==> src/rtl/qft_pulse_train_pkg.sv <==
// Shared definitions for the QFT pulse-train display stage: Q1.15 formats and FSM encoding.
package qft_pulse_train_pkg;

  localparam int          Q15_W   = 17;
  localparam int          FRAC    = 15;
  localparam int          PROB_W  = 16;
  localparam int          SQ_W    = 2 * Q15_W;
  localparam int unsigned ONE_Q15 = 32'd32768;

  typedef enum logic [1:0] {
    LOAD  = 2'd0,
    GAP   = 2'd1,
    PULSE = 2'd2,
    TAIL  = 2'd3
  } pt_state_e;

endpackage

==> src/rtl/qft_pulse_train_prob_sq.sv <==
// Combinational |a|^2 of a Q1.15 complex amplitude, clamped to 1.0 (32768).
module qft_pulse_train_prob_sq
  import qft_pulse_train_pkg::*;
(
  input  logic signed [Q15_W-1:0]  i_re,
  input  logic signed [Q15_W-1:0]  i_im,
  output logic        [PROB_W-1:0] o_prob
);

  localparam logic signed [SQ_W:0] SUM_MAX = (SQ_W+1)'(ONE_Q15);

  logic signed [SQ_W-1:0] w_re_ext;
  logic signed [SQ_W-1:0] w_im_ext;
  logic signed [SQ_W-1:0] w_re_sq;
  logic signed [SQ_W-1:0] w_im_sq;
  logic signed [SQ_W:0]   w_sum;

  assign w_re_ext = SQ_W'(i_re);
  assign w_im_ext = SQ_W'(i_im);
  assign w_re_sq  = w_re_ext * w_re_ext;
  assign w_im_sq  = w_im_ext * w_im_ext;
  assign w_sum    = (SQ_W+1)'(w_re_sq >>> FRAC) + (SQ_W+1)'(w_im_sq >>> FRAC);

  // Squares are non-negative, so only the upper bound needs clamping.
  always_comb begin
    if (w_sum > SUM_MAX) begin
      o_prob = PROB_W'(ONE_Q15);
    end else begin
      o_prob = w_sum[PROB_W-1:0];
    end
  end

endmodule

==> src/rtl/qft_pulse_train.sv <==
// Buffers one frame of amplitude probabilities, then plays them as a gapped pulse train on sq.
module qft_pulse_train
  import qft_pulse_train_pkg::*;
#(
  parameter  int N_STATES    = 8,
  parameter  int GAP_CYCLES  = 5_500_000,
  parameter  int FULL_CYCLES = 20_000_000,
  parameter  int TAIL_CYCLES = 49_500_000,
  parameter  int CNT_W       = 32,
  localparam int IDX_W       = $clog2(N_STATES)
) (
  input  logic                    clk,
  input  logic                    rst_n,
  input  logic                    amp_valid,
  output logic                    amp_ready,
  input  logic signed [Q15_W-1:0] amp_re,
  input  logic signed [Q15_W-1:0] amp_im,
  input  logic                    amp_last,
  output logic                    sq,
  output logic        [IDX_W-1:0] idx,
  output logic                    busy,
  output logic                    frame_done
);

  localparam logic [1:0] S_LOAD  = LOAD;
  localparam logic [1:0] S_GAP   = GAP;
  localparam logic [1:0] S_PULSE = PULSE;
  localparam logic [1:0] S_TAIL  = TAIL;

  localparam int               PW      = PROB_W + CNT_W;
  localparam logic [CNT_W-1:0] GAP_M1  = CNT_W'(GAP_CYCLES - 1);
  localparam logic [CNT_W-1:0] TAIL_M1 = CNT_W'(TAIL_CYCLES - 1);
  localparam logic [IDX_W-1:0] IDX_MAX = IDX_W'(N_STATES - 1);

  logic [1:0]        r_state;
  logic [CNT_W-1:0]  r_cnt;
  logic [IDX_W-1:0]  r_idx;
  logic [IDX_W-1:0]  r_wr_idx;
  logic              r_amp_ready;
  logic              r_sq;
  logic              r_busy;
  logic              r_frame_done;
  logic [PROB_W-1:0] r_prob [N_STATES];

  logic [PROB_W-1:0] w_prob;
  logic [PW-1:0]     w_prod;
  logic [CNT_W-1:0]  w_width;
  logic [1:0]        w_adv_state;
  logic [IDX_W-1:0]  w_adv_idx;
  logic [CNT_W-1:0]  w_adv_cnt;

  qft_pulse_train_prob_sq u_prob_sq (
    .i_re   (amp_re),
    .i_im   (amp_im),
    .o_prob (w_prob)
  );

  assign w_prod  = PW'(r_prob[r_idx]) * PW'(FULL_CYCLES);
  assign w_width = CNT_W'(w_prod >> FRAC);

  // Destination when the current slot (skipped gap or finished pulse) ends.
  always_comb begin
    if (r_idx == IDX_MAX) begin
      w_adv_state = S_TAIL;
      w_adv_idx   = r_idx;
      w_adv_cnt   = TAIL_M1;
    end else begin
      w_adv_state = S_GAP;
      w_adv_idx   = r_idx + IDX_W'(1);
      w_adv_cnt   = GAP_M1;
    end
  end

  // Frame load, slot sequencing, down-counter and probability buffer.
  always_ff @(posedge clk or negedge rst_n) begin
    if (!rst_n) begin
      r_state      <= S_LOAD;
      r_cnt        <= '0;
      r_idx        <= '0;
      r_wr_idx     <= '0;
      r_amp_ready  <= 1'b0;
      r_sq         <= 1'b0;
      r_busy       <= 1'b0;
      r_frame_done <= 1'b0;
      for (int k = 0; k < N_STATES; k++) r_prob[k] <= '0;
    end else begin
      r_frame_done <= 1'b0;
      case (r_state)
        S_LOAD: begin
          if (!r_amp_ready) begin
            r_amp_ready <= 1'b1;
          end else if (amp_valid) begin
            r_prob[r_wr_idx] <= w_prob;
            if ((r_wr_idx == IDX_MAX) || amp_last) begin
              r_state     <= S_GAP;
              r_amp_ready <= 1'b0;
              r_wr_idx    <= '0;
              r_idx       <= '0;
              r_cnt       <= GAP_M1;
              r_busy      <= 1'b1;
            end else begin
              r_wr_idx <= r_wr_idx + IDX_W'(1);
            end
          end else begin
            r_wr_idx <= r_wr_idx;
          end
        end
        S_GAP: begin
          if (r_cnt != '0) begin
            r_cnt <= r_cnt - CNT_W'(1);
          end else if (w_width != '0) begin
            r_state <= S_PULSE;
            r_cnt   <= w_width - CNT_W'(1);
            r_sq    <= 1'b1;
          end else begin
            r_state <= w_adv_state;
            r_idx   <= w_adv_idx;
            r_cnt   <= w_adv_cnt;
          end
        end
        S_PULSE: begin
          if (r_cnt != '0) begin
            r_cnt <= r_cnt - CNT_W'(1);
          end else begin
            r_sq    <= 1'b0;
            r_state <= w_adv_state;
            r_idx   <= w_adv_idx;
            r_cnt   <= w_adv_cnt;
          end
        end
        S_TAIL: begin
          if (r_cnt != '0) begin
            r_cnt <= r_cnt - CNT_W'(1);
          end else begin
            // Clearing here guarantees slots unwritten by a short frame read as zero.
            r_state      <= S_LOAD;
            r_idx        <= '0;
            r_busy       <= 1'b0;
            r_frame_done <= 1'b1;
            r_amp_ready  <= 1'b1;
            for (int k = 0; k < N_STATES; k++) r_prob[k] <= '0;
          end
        end
        default: begin
          r_state     <= S_LOAD;
          r_cnt       <= '0;
          r_idx       <= '0;
          r_wr_idx    <= '0;
          r_amp_ready <= 1'b0;
          r_sq        <= 1'b0;
          r_busy      <= 1'b0;
        end
      endcase
    end
  end

  assign amp_ready  = r_amp_ready;
  assign sq         = r_sq;
  assign idx        = r_idx;
  assign busy       = r_busy;
  assign frame_done = r_frame_done;

endmodule

==> config.mk <==
export PLATFORM = sky130hd
export DESIGN_NAME = qft_pulse_train
export DESIGN_NICKNAME = d
export VERILOG_FILES = /design/src/rtl/qft_pulse_train_pkg.sv /design/src/rtl/qft_pulse_train_prob_sq.sv /design/src/rtl/qft_pulse_train.sv
export SDC_FILE = /design/constraint.sdc
export NUM_CORES = 2
export LEC_CHECK = 0
export ABC_CLOCK_PERIOD_IN_PS = 10690
export BUFFER_PORTS_ARGS = -buffer_cell sky130_fd_sc_hd__buf_2
export CORE_UTILIZATION = 60
export CTS_CLUSTER_DIAMETER = 120
export DETAILED_ROUTE_END_ITERATION = 6
export GPL_TIMING_DRIVEN = 0
export PLACE_DENSITY_LB_ADDON = 0.15
export REMOVE_ABC_BUFFERS = 1
export SYNTH_ARGS = -nofsm -noshare
export SYNTH_HDL_FRONTEND = slang
export SYNTH_HIERARCHICAL = 1
export SYNTH_SLANG_ARGS = --single-unit
==> constraint.sdc <==
create_clock -name clk -period 10.69 [get_ports clk]
set_clock_uncertainty 0.05 [all_clocks]
set_input_delay 2.138 -clock clk [delete_from_list [all_inputs] [get_ports clk]]
set_output_delay 2.138 -clock clk [all_outputs]
set_load 0.03 [all_outputs]
# After elaboration in Yosys (flattened, before gate mapping)
# Index checks and enable logic that the tools add are counted.
dict set report totals {
  register_bits 172
  latch_bits 0
  ram_bits 0
  mem_bits_ro 0
  in_bits 38
  out_inout_bits 7
  elab_cells 113
  mem_count 0
}
dict set report classes {
  addsub 5
  mul 3
  div 0
  magnitude_cmp 4
  n_eq_ne 14
  shifts 0
  n_mux 54
  bitwise 2
  reduce_logical 15
}
# cell count
set ops {}
lappend ops {{2-to-1 mux 128 bit} 3}
lappend ops {{one-hot mux 128 bit (2 select lines)} 1}
lappend ops {{2-to-1 mux 32 bit} 7}
lappend ops {{bitwise mux 128 bit} 1}
lappend ops {{one-hot mux 32 bit (4 select lines)} 1}
lappend ops {{multiplier 17 x 17 -> 34 bit} 2}
lappend ops {{2-to-1 mux 16 bit} 4}
lappend ops {{nonzero test 32 bit} 2}
lappend ops {{binary-select mux 16 bit (select 3 bit)} 1}
lappend ops {{demux 16 bit (select 3 bit)} 1}
lappend ops {{multiplier 16 x 17 -> 33 bit, second input constant} 1}
lappend ops {{subtractor 32 x 1 -> 32 bit, second input constant} 1}
lappend ops {{2-to-1 mux 3 bit} 9}
lappend ops {{subtractor 26 x 1 -> 27 bit, second input constant} 1}
lappend ops {{2-to-1 mux 26 bit} 1}
lappend ops {{adder 19 x 19 -> 20 bit} 1}
lappend ops {{> comparator 20 x 17 -> 1 bit, second input constant} 1}
lappend ops {{!= test 2 bit, second input constant} 9}
lappend ops {{2-to-1 mux 2 bit} 8}
lappend ops {{2-to-1 mux 1 bit} 12}
lappend ops {{one-hot mux 3 bit (4 select lines)} 1}
lappend ops {{AND reduction 4 bit} 3}
lappend ops {{greater-or-equal comparator 4 bit, second input constant} 2}
lappend ops {{inverter 3 -> 4 bit} 2}
lappend ops {{other kinds (16)} 22}

# Logic depth before layout (Yosys ltp)
dict set report depth {
  word_depth 9
  mapped_depth 38
  mapped_depth_nobuf 36
}

# Hierarchy
# Netlist, hierarchy kept.
# module instances cells_per_inst area_per_inst_um2 seq_area_each_um2
set by_module_without_submodules {}
lappend by_module_without_submodules {qft_pulse_train_prob_sq 1 2131 19807.7 0.0}
lappend by_module_without_submodules {qft_pulse_train 1 1623 14541.4 4304.1}

# Worst setup path after synthesis
# OpenSTA, ideal clock, no wires.
dict set report synth_path {
  path_type {input port to flip-flop}
  startpoint {in amp_re[2]}
  endpoint {reg r_prob[108] (netlist name)}
  setup_ns 0.083
  t_arrival_ns 10.400
  required_ns 10.557
  setup_slack_ns 0.158
  path_stages 32
  n_path_buf 2
  path_cell_list {clkbuf_1 -> nand2_1 -> inv_1 -> fa_1 -> inv_1 -> fa_1 -> inv_1 -> fa_1 -> fa_1 -> fa_1 -> fa_1 -> ha_1 -> a21o_1 -> a21o_1 -> o41ai_1 -> o21ai_1 -> or2_1 -> a21oi_1 -> xnor2_1 -> ha_1 -> xor2_1 -> or3_1 -> o2bb2ai_1 -> nor2_1 -> a21oi_1 -> or3b_1 -> o21a_1 -> a211oi_2 -> buf_6 -> o31a_1 -> nand2_1 -> o21ai_0}
}
dict set report synth_between {
  elab_chain_cells 8
}
# element line
set synth_rtl {}
lappend synth_rtl {{start, declared} qft_pulse_train.sv:16} ;# input logic signed [Q15_W-1:0] amp_re,
lappend synth_rtl {{multiplier 17 x 17 -> 34 bit *} qft_pulse_train_prob_sq.sv:20} ;# assign w_re_sq = w_re_ext * w_re_ext;
lappend synth_rtl {{adder 19 x 19 -> 20 bit *} qft_pulse_train_prob_sq.sv:22} ;# assign w_sum = (SQ_W+1)'(w_re_sq >>> FRAC) + (SQ_W+1)'(w_im_sq >>> FRAC);
lappend synth_rtl {{> comparator 20 x 17 -> 1 bit} qft_pulse_train_prob_sq.sv:26} ;# if (w_sum > SUM_MAX) begin
lappend synth_rtl {{2-to-1 mux 16 bit *} qft_pulse_train_prob_sq.sv:26}
lappend synth_rtl {{via w_prob[12]} qft_pulse_train.sv:45} ;# logic [PROB_W-1:0] w_prob;
lappend synth_rtl {{bitwise mux 128 bit *} qft_pulse_train.sv:93} ;# r_prob[r_wr_idx] <= w_prob;
lappend synth_rtl {{2-to-1 mux 128 bit *} qft_pulse_train.sv:92} ;# end else if (amp_valid) begin
lappend synth_rtl {{2-to-1 mux 128 bit *} qft_pulse_train.sv:90} ;# if (!r_amp_ready) begin
lappend synth_rtl {{one-hot mux 128 bit (2 select lines) *} qft_pulse_train.sv:88} ;# case (r_state)
lappend synth_rtl {{end signal, assigned by index} qft_pulse_train.sv:93}
lappend synth_rtl {{end, declared} qft_pulse_train.sv:43} ;# logic [PROB_W-1:0] r_prob [N_STATES];
# Mark *: on every way through the listed nets, which the timed path passes. The rest lies on a longest branch. The select of a mux whose other input is x is not followed.
# A chain may end at the register's enable or synchronous reset.

# Worst setup path after layout
dict set report layout_path {
  startpoint {in amp_im[7]}
  endpoint {reg r_prob[72] (netlist name)}
}
dict set report layout_between {
  elab_chain_cells 8
}
# element line
set layout_rtl {}
lappend layout_rtl {{start, declared} qft_pulse_train.sv:17} ;# input logic signed [Q15_W-1:0] amp_im,
lappend layout_rtl {{multiplier 17 x 17 -> 34 bit *} qft_pulse_train_prob_sq.sv:21} ;# assign w_im_sq = w_im_ext * w_im_ext;
lappend layout_rtl {{adder 19 x 19 -> 20 bit *} qft_pulse_train_prob_sq.sv:22}
lappend layout_rtl {{> comparator 20 x 17 -> 1 bit} qft_pulse_train_prob_sq.sv:26}
lappend layout_rtl {{2-to-1 mux 16 bit *} qft_pulse_train_prob_sq.sv:26}
lappend layout_rtl {{via w_prob[8]} qft_pulse_train.sv:45}
lappend layout_rtl {{bitwise mux 128 bit *} qft_pulse_train.sv:93}
lappend layout_rtl {{2-to-1 mux 128 bit *} qft_pulse_train.sv:92}
lappend layout_rtl {{2-to-1 mux 128 bit *} qft_pulse_train.sv:90}
lappend layout_rtl {{one-hot mux 128 bit (2 select lines) *} qft_pulse_train.sv:88}
# Marks and branches as above.

==> summary.md <==
| Metric | Value |
|---|---|
| Area Growth Syn to Fin | `7.12%` |
| Vias per inst | `5.65` |
| Cell depth of the worst hold path | `2` |
| CP startpoint | `amp_im[7]` |
| Gpl congestion | `0.894` |
| H-tree depth | `4` |
| Worst Hold Path EP | `r_prob[48]` |
| Total track usage | `28.3%` |
| Cell variety after synth | `93` |
| Post-synthesis mux area share | `3.05%` |
| CTS Root Cell | `clkbuf_16` |
| Syn. warnings | `6` |
| Core area | `0.0565 mm²` |
| R2R Setup Slk | `620 ps` |
| Largest net degree at the start of global routing | `120` |
| Slew Limit Fails | `0` |
| Worst path slowest cell | `fa_1` |
| CP startpoint kind | `primary input` |
| Setup TNS | `0 ps` |
| I/O Buffers | `44` |
| Nets | `4,700` |
| Met1 Use GR | `36.0%` |
| Clk slew on worst S/H paths | `80 ps` |
| Final ANT Viol Nets | `0` |
| Initial antenna violation count | `0` |
| Main combinational cell family by area after synthesis | `adder cells` |
| Routing usage on met3 | `2.62%` |
| CTS tree | `done` |
| # IOs | `45` |
| Status | `completed` |
| CTS max path bufs | `2` |
| Met2 usage | `51.8%` |
| Vias in the first global route | `26,642` |
| Routed wire per std cell | `17.6 µm` |
| Worst-Skew Late Latency | `460 ps` |
| Die height | `241 µm` |
| 1st-pass router iterations | `5` |
| Number of diodes | `0` |
| Final Setup Violations | `0` |
| Syn avg cell area | `9.15 µm²` |
| 1st-iter DRT viols | `1,427` |
| # clock sinks | `172` |
| Synth Flop Type | `dfrtp_1` |
| Critical Path AT | `10,720 ps` |
| Top Usage Layer GRT | `met2` |
| CP Capture Type | `register` |
| Post-DP HPWL | `61.8 mm` |
| Setup CP Type | `in -> reg` |
| Reg2reg path depth | `27` |
| Flops & latches, synth | `172` |
| Worst r2r dst | `r_cnt[0]` |
| Hold_buf cts | `0` |
| Ratio of cells with drive above 1 in the final layout | `8.60%` |
| Unrepaired setup endpoints after global routing | `yes` |
| Full die area | `0.0582 mm²` |
| Period minus WS final | `10,430 ps` |
| Simple-Gate Fraction of Synth Area | `13.3%` |
| Via count | `25,347` |
| Worst Path Required | `10,980 ps` |
| Max Clock Freq | `95.9 MHz` |
| Compound-gate portion of the synthesized area | `9.94%` |
| HP Start | `r_prob[48]` |
| Post-synth ARST share | `100%` |
| MaxCap Viol Count | `0` |
| Initial Util | `60.8%` |
| Mapped Cells | `3,754` |
| Fillers | `4,708` |
| # rows | `87` |
| Reg2reg start | `idx[0]` |
| Cell Area, Synth | `0.0343 mm²` |
| Crit-path max FO | `18` |
| Post-synth EDFFs | `0` |
| Max incr delay on CP | `540 ps` |
| Hold Path Class | `reg -> reg` |
| Seq/Total Area, Yosys | `12.5%` |
| Global-route wire length before repair | `130 mm` |
| Slew @ Worst Pin | `1300 ps` |
| Final period util | `97.6%` |
| Overflow after GRT | `0` |
| Max transition margin | `13.1%` |
| Hold Vio Cnt, Final | `0` |
| Post-route DRC | `0` |
| Adder-Cell Fraction of Synth Area | `47.5%` |
| XOR/XNOR share of the synthesized area | `3.14%` |
| Die width | `241 µm` |
| Inserted Clock Buffers | `17` |
| Final WL | `78.9 mm` |
## cell usage after synthesis (7+ instances only)
library cell	number	area (µm²)
buf_1	7	26.3
nand2_1	395	1480
o21ai_0	216	1080
and2_1	132	826
nand2b_1	20	125
or2_2	12	75.1
clkbuf_1	108	405
nand4_1	19	119
a21oi_1	105	526
dfrtp_1	172	4300
nor3_1	52	260
o211ai_1	21	158
o221ai_1	9	78.8
and4_1	8	70.1
or3_1	23	144
a21o_1	26	195
mux2_2	15	169
inv_1	839	3150
ha_1	343	4290
o21a_1	20	150
o21bai_1	10	75.1
xor2_1	49	429
mux2i_1	18	180
nor4_1	16	100
o21ai_1	19	95.1
a211oi_1	20	150
nor2b_1	41	257
a31oi_1	10	62.6
nand3_1	32	160
xnor2_1	74	648
fa_1	600	12000
mux4_2	30	676
and3_1	8	50.1
nor2_1	138	518
o31a_1	7	61.3
o31ai_1	8	60.1
## worst max-delay path: cells and delay by family
kind / cells / cell delay [ps]
adders and majority gates: 8 / 3390
and+or+nand+nor: 7 / 1680
xor gates and xnor gates: 2 / 290
AOI/OAI and AO/OA: 12 / 2440
buffers and inverters: 9 / 750
## kinds of logic after synthesis
group,Yosys count
and+or+nand+nor,939
AOI/OAI and AO/OA,549
DFF,172
xor gates and xnor gates,123
buffers and inverters,964
adders and majority gates,943
muxes,64
## layout make-up
class                           count  area, µm²  area share [%]
Multi-Input combinational cell   2618      27000            73.5
Sequential cell                   172       4310            11.7
Inverter                          840       3160            8.59
Tap cell                          756        946            2.57
Timing Repair Buffer               70        698            1.90
Clock buffer                       17        425            1.16
Clock inverter                     15        221           0.602
## routing by layer
layer / wire, µm / up-vias
met5: 0 / -
met3: 2770 / 124
met1: 33200 / 12850
met2: 41100 / 565
met4: 1850 / 0
li1: - / 11808
## through the flow
stage | hold slack, ps | std cells | setup slack, ps | cell area (µm²) | util [%]
after floorplan | 394 | 3630 | 183 | 33900 | -
after global placement | 406 | 4430 | -1370 | 35000 | 62.0
after detailed placement | 416 | 4440 | -1520 | 35200 | 62.4
after CTS | 434 | 4474 | -4.86 | 36000 | 63.7
after global routing | 458 | 4488 | -118 | 36800 | 65.1
final | 431 | 4488 | 260 | 36800 | 65.1
## state kept, by name, indices dropped and copies added, names as in the netlist
| signal | cells |
|---|---|
| frame_done | 1 |
| r_cnt | 32 |
| amp_ready | 1 |
| r_prob | 128 |
| r_wr_idx | 3 |
| idx | 3 |
| r_state | 2 |
| sq | 1 |
| busy | 1 |
## worst max-delay path by stage
stage	cells after the start	to	slack, ps
floorplan	30	r_prob[8]	180
global placement	31	r_prob[69]	-1370
detailed placement	31	r_prob[66]	-1520
CTS	36	r_prob[1]	-5
global route	34	r_prob[72]	-120
finish	38	r_prob[72]	260
## layout by cell type, fill, tap and decap left out, types with 19 or more instances in the layout
master | synthesis | routed
nor2_1 | 138 | 135
o21ai_2 | 2 | 55
a21oi_1 | 105 | 94
inv_1 | 839 | 837
o21a_1 | 20 | 19
fa_1 | 600 | 594
and2_1 | 132 | 128
nand4_1 | 19 | 19
nor2b_1 | 41 | 38
nor3_1 | 52 | 50
o21ai_1 | 19 | 84
nand3_1 | 32 | 31
xnor2_1 | 74 | 71
xor2_1 | 49 | 47
a21o_1 | 26 | 26
nand2_1 | 395 | 375
dfrtp_1 | 172 | 170
ha_1 | 343 | 338
o211ai_1 | 21 | 21
nand2b_1 | 20 | 20
mux4_2 | 30 | 30
or3_1 | 23 | 21
o21ai_0 | 216 | 98
## repair_timing
item	in CTS	in global routing
gates resized for setup	70	253
buffers inserted	2	13
pin swaps	9	56
setup endpoints to repair	128	152
gates cloned	0	1
Power is not shown: default switching activity piles up to over one toggle a cycle in this logic, so the estimate is an artifact.
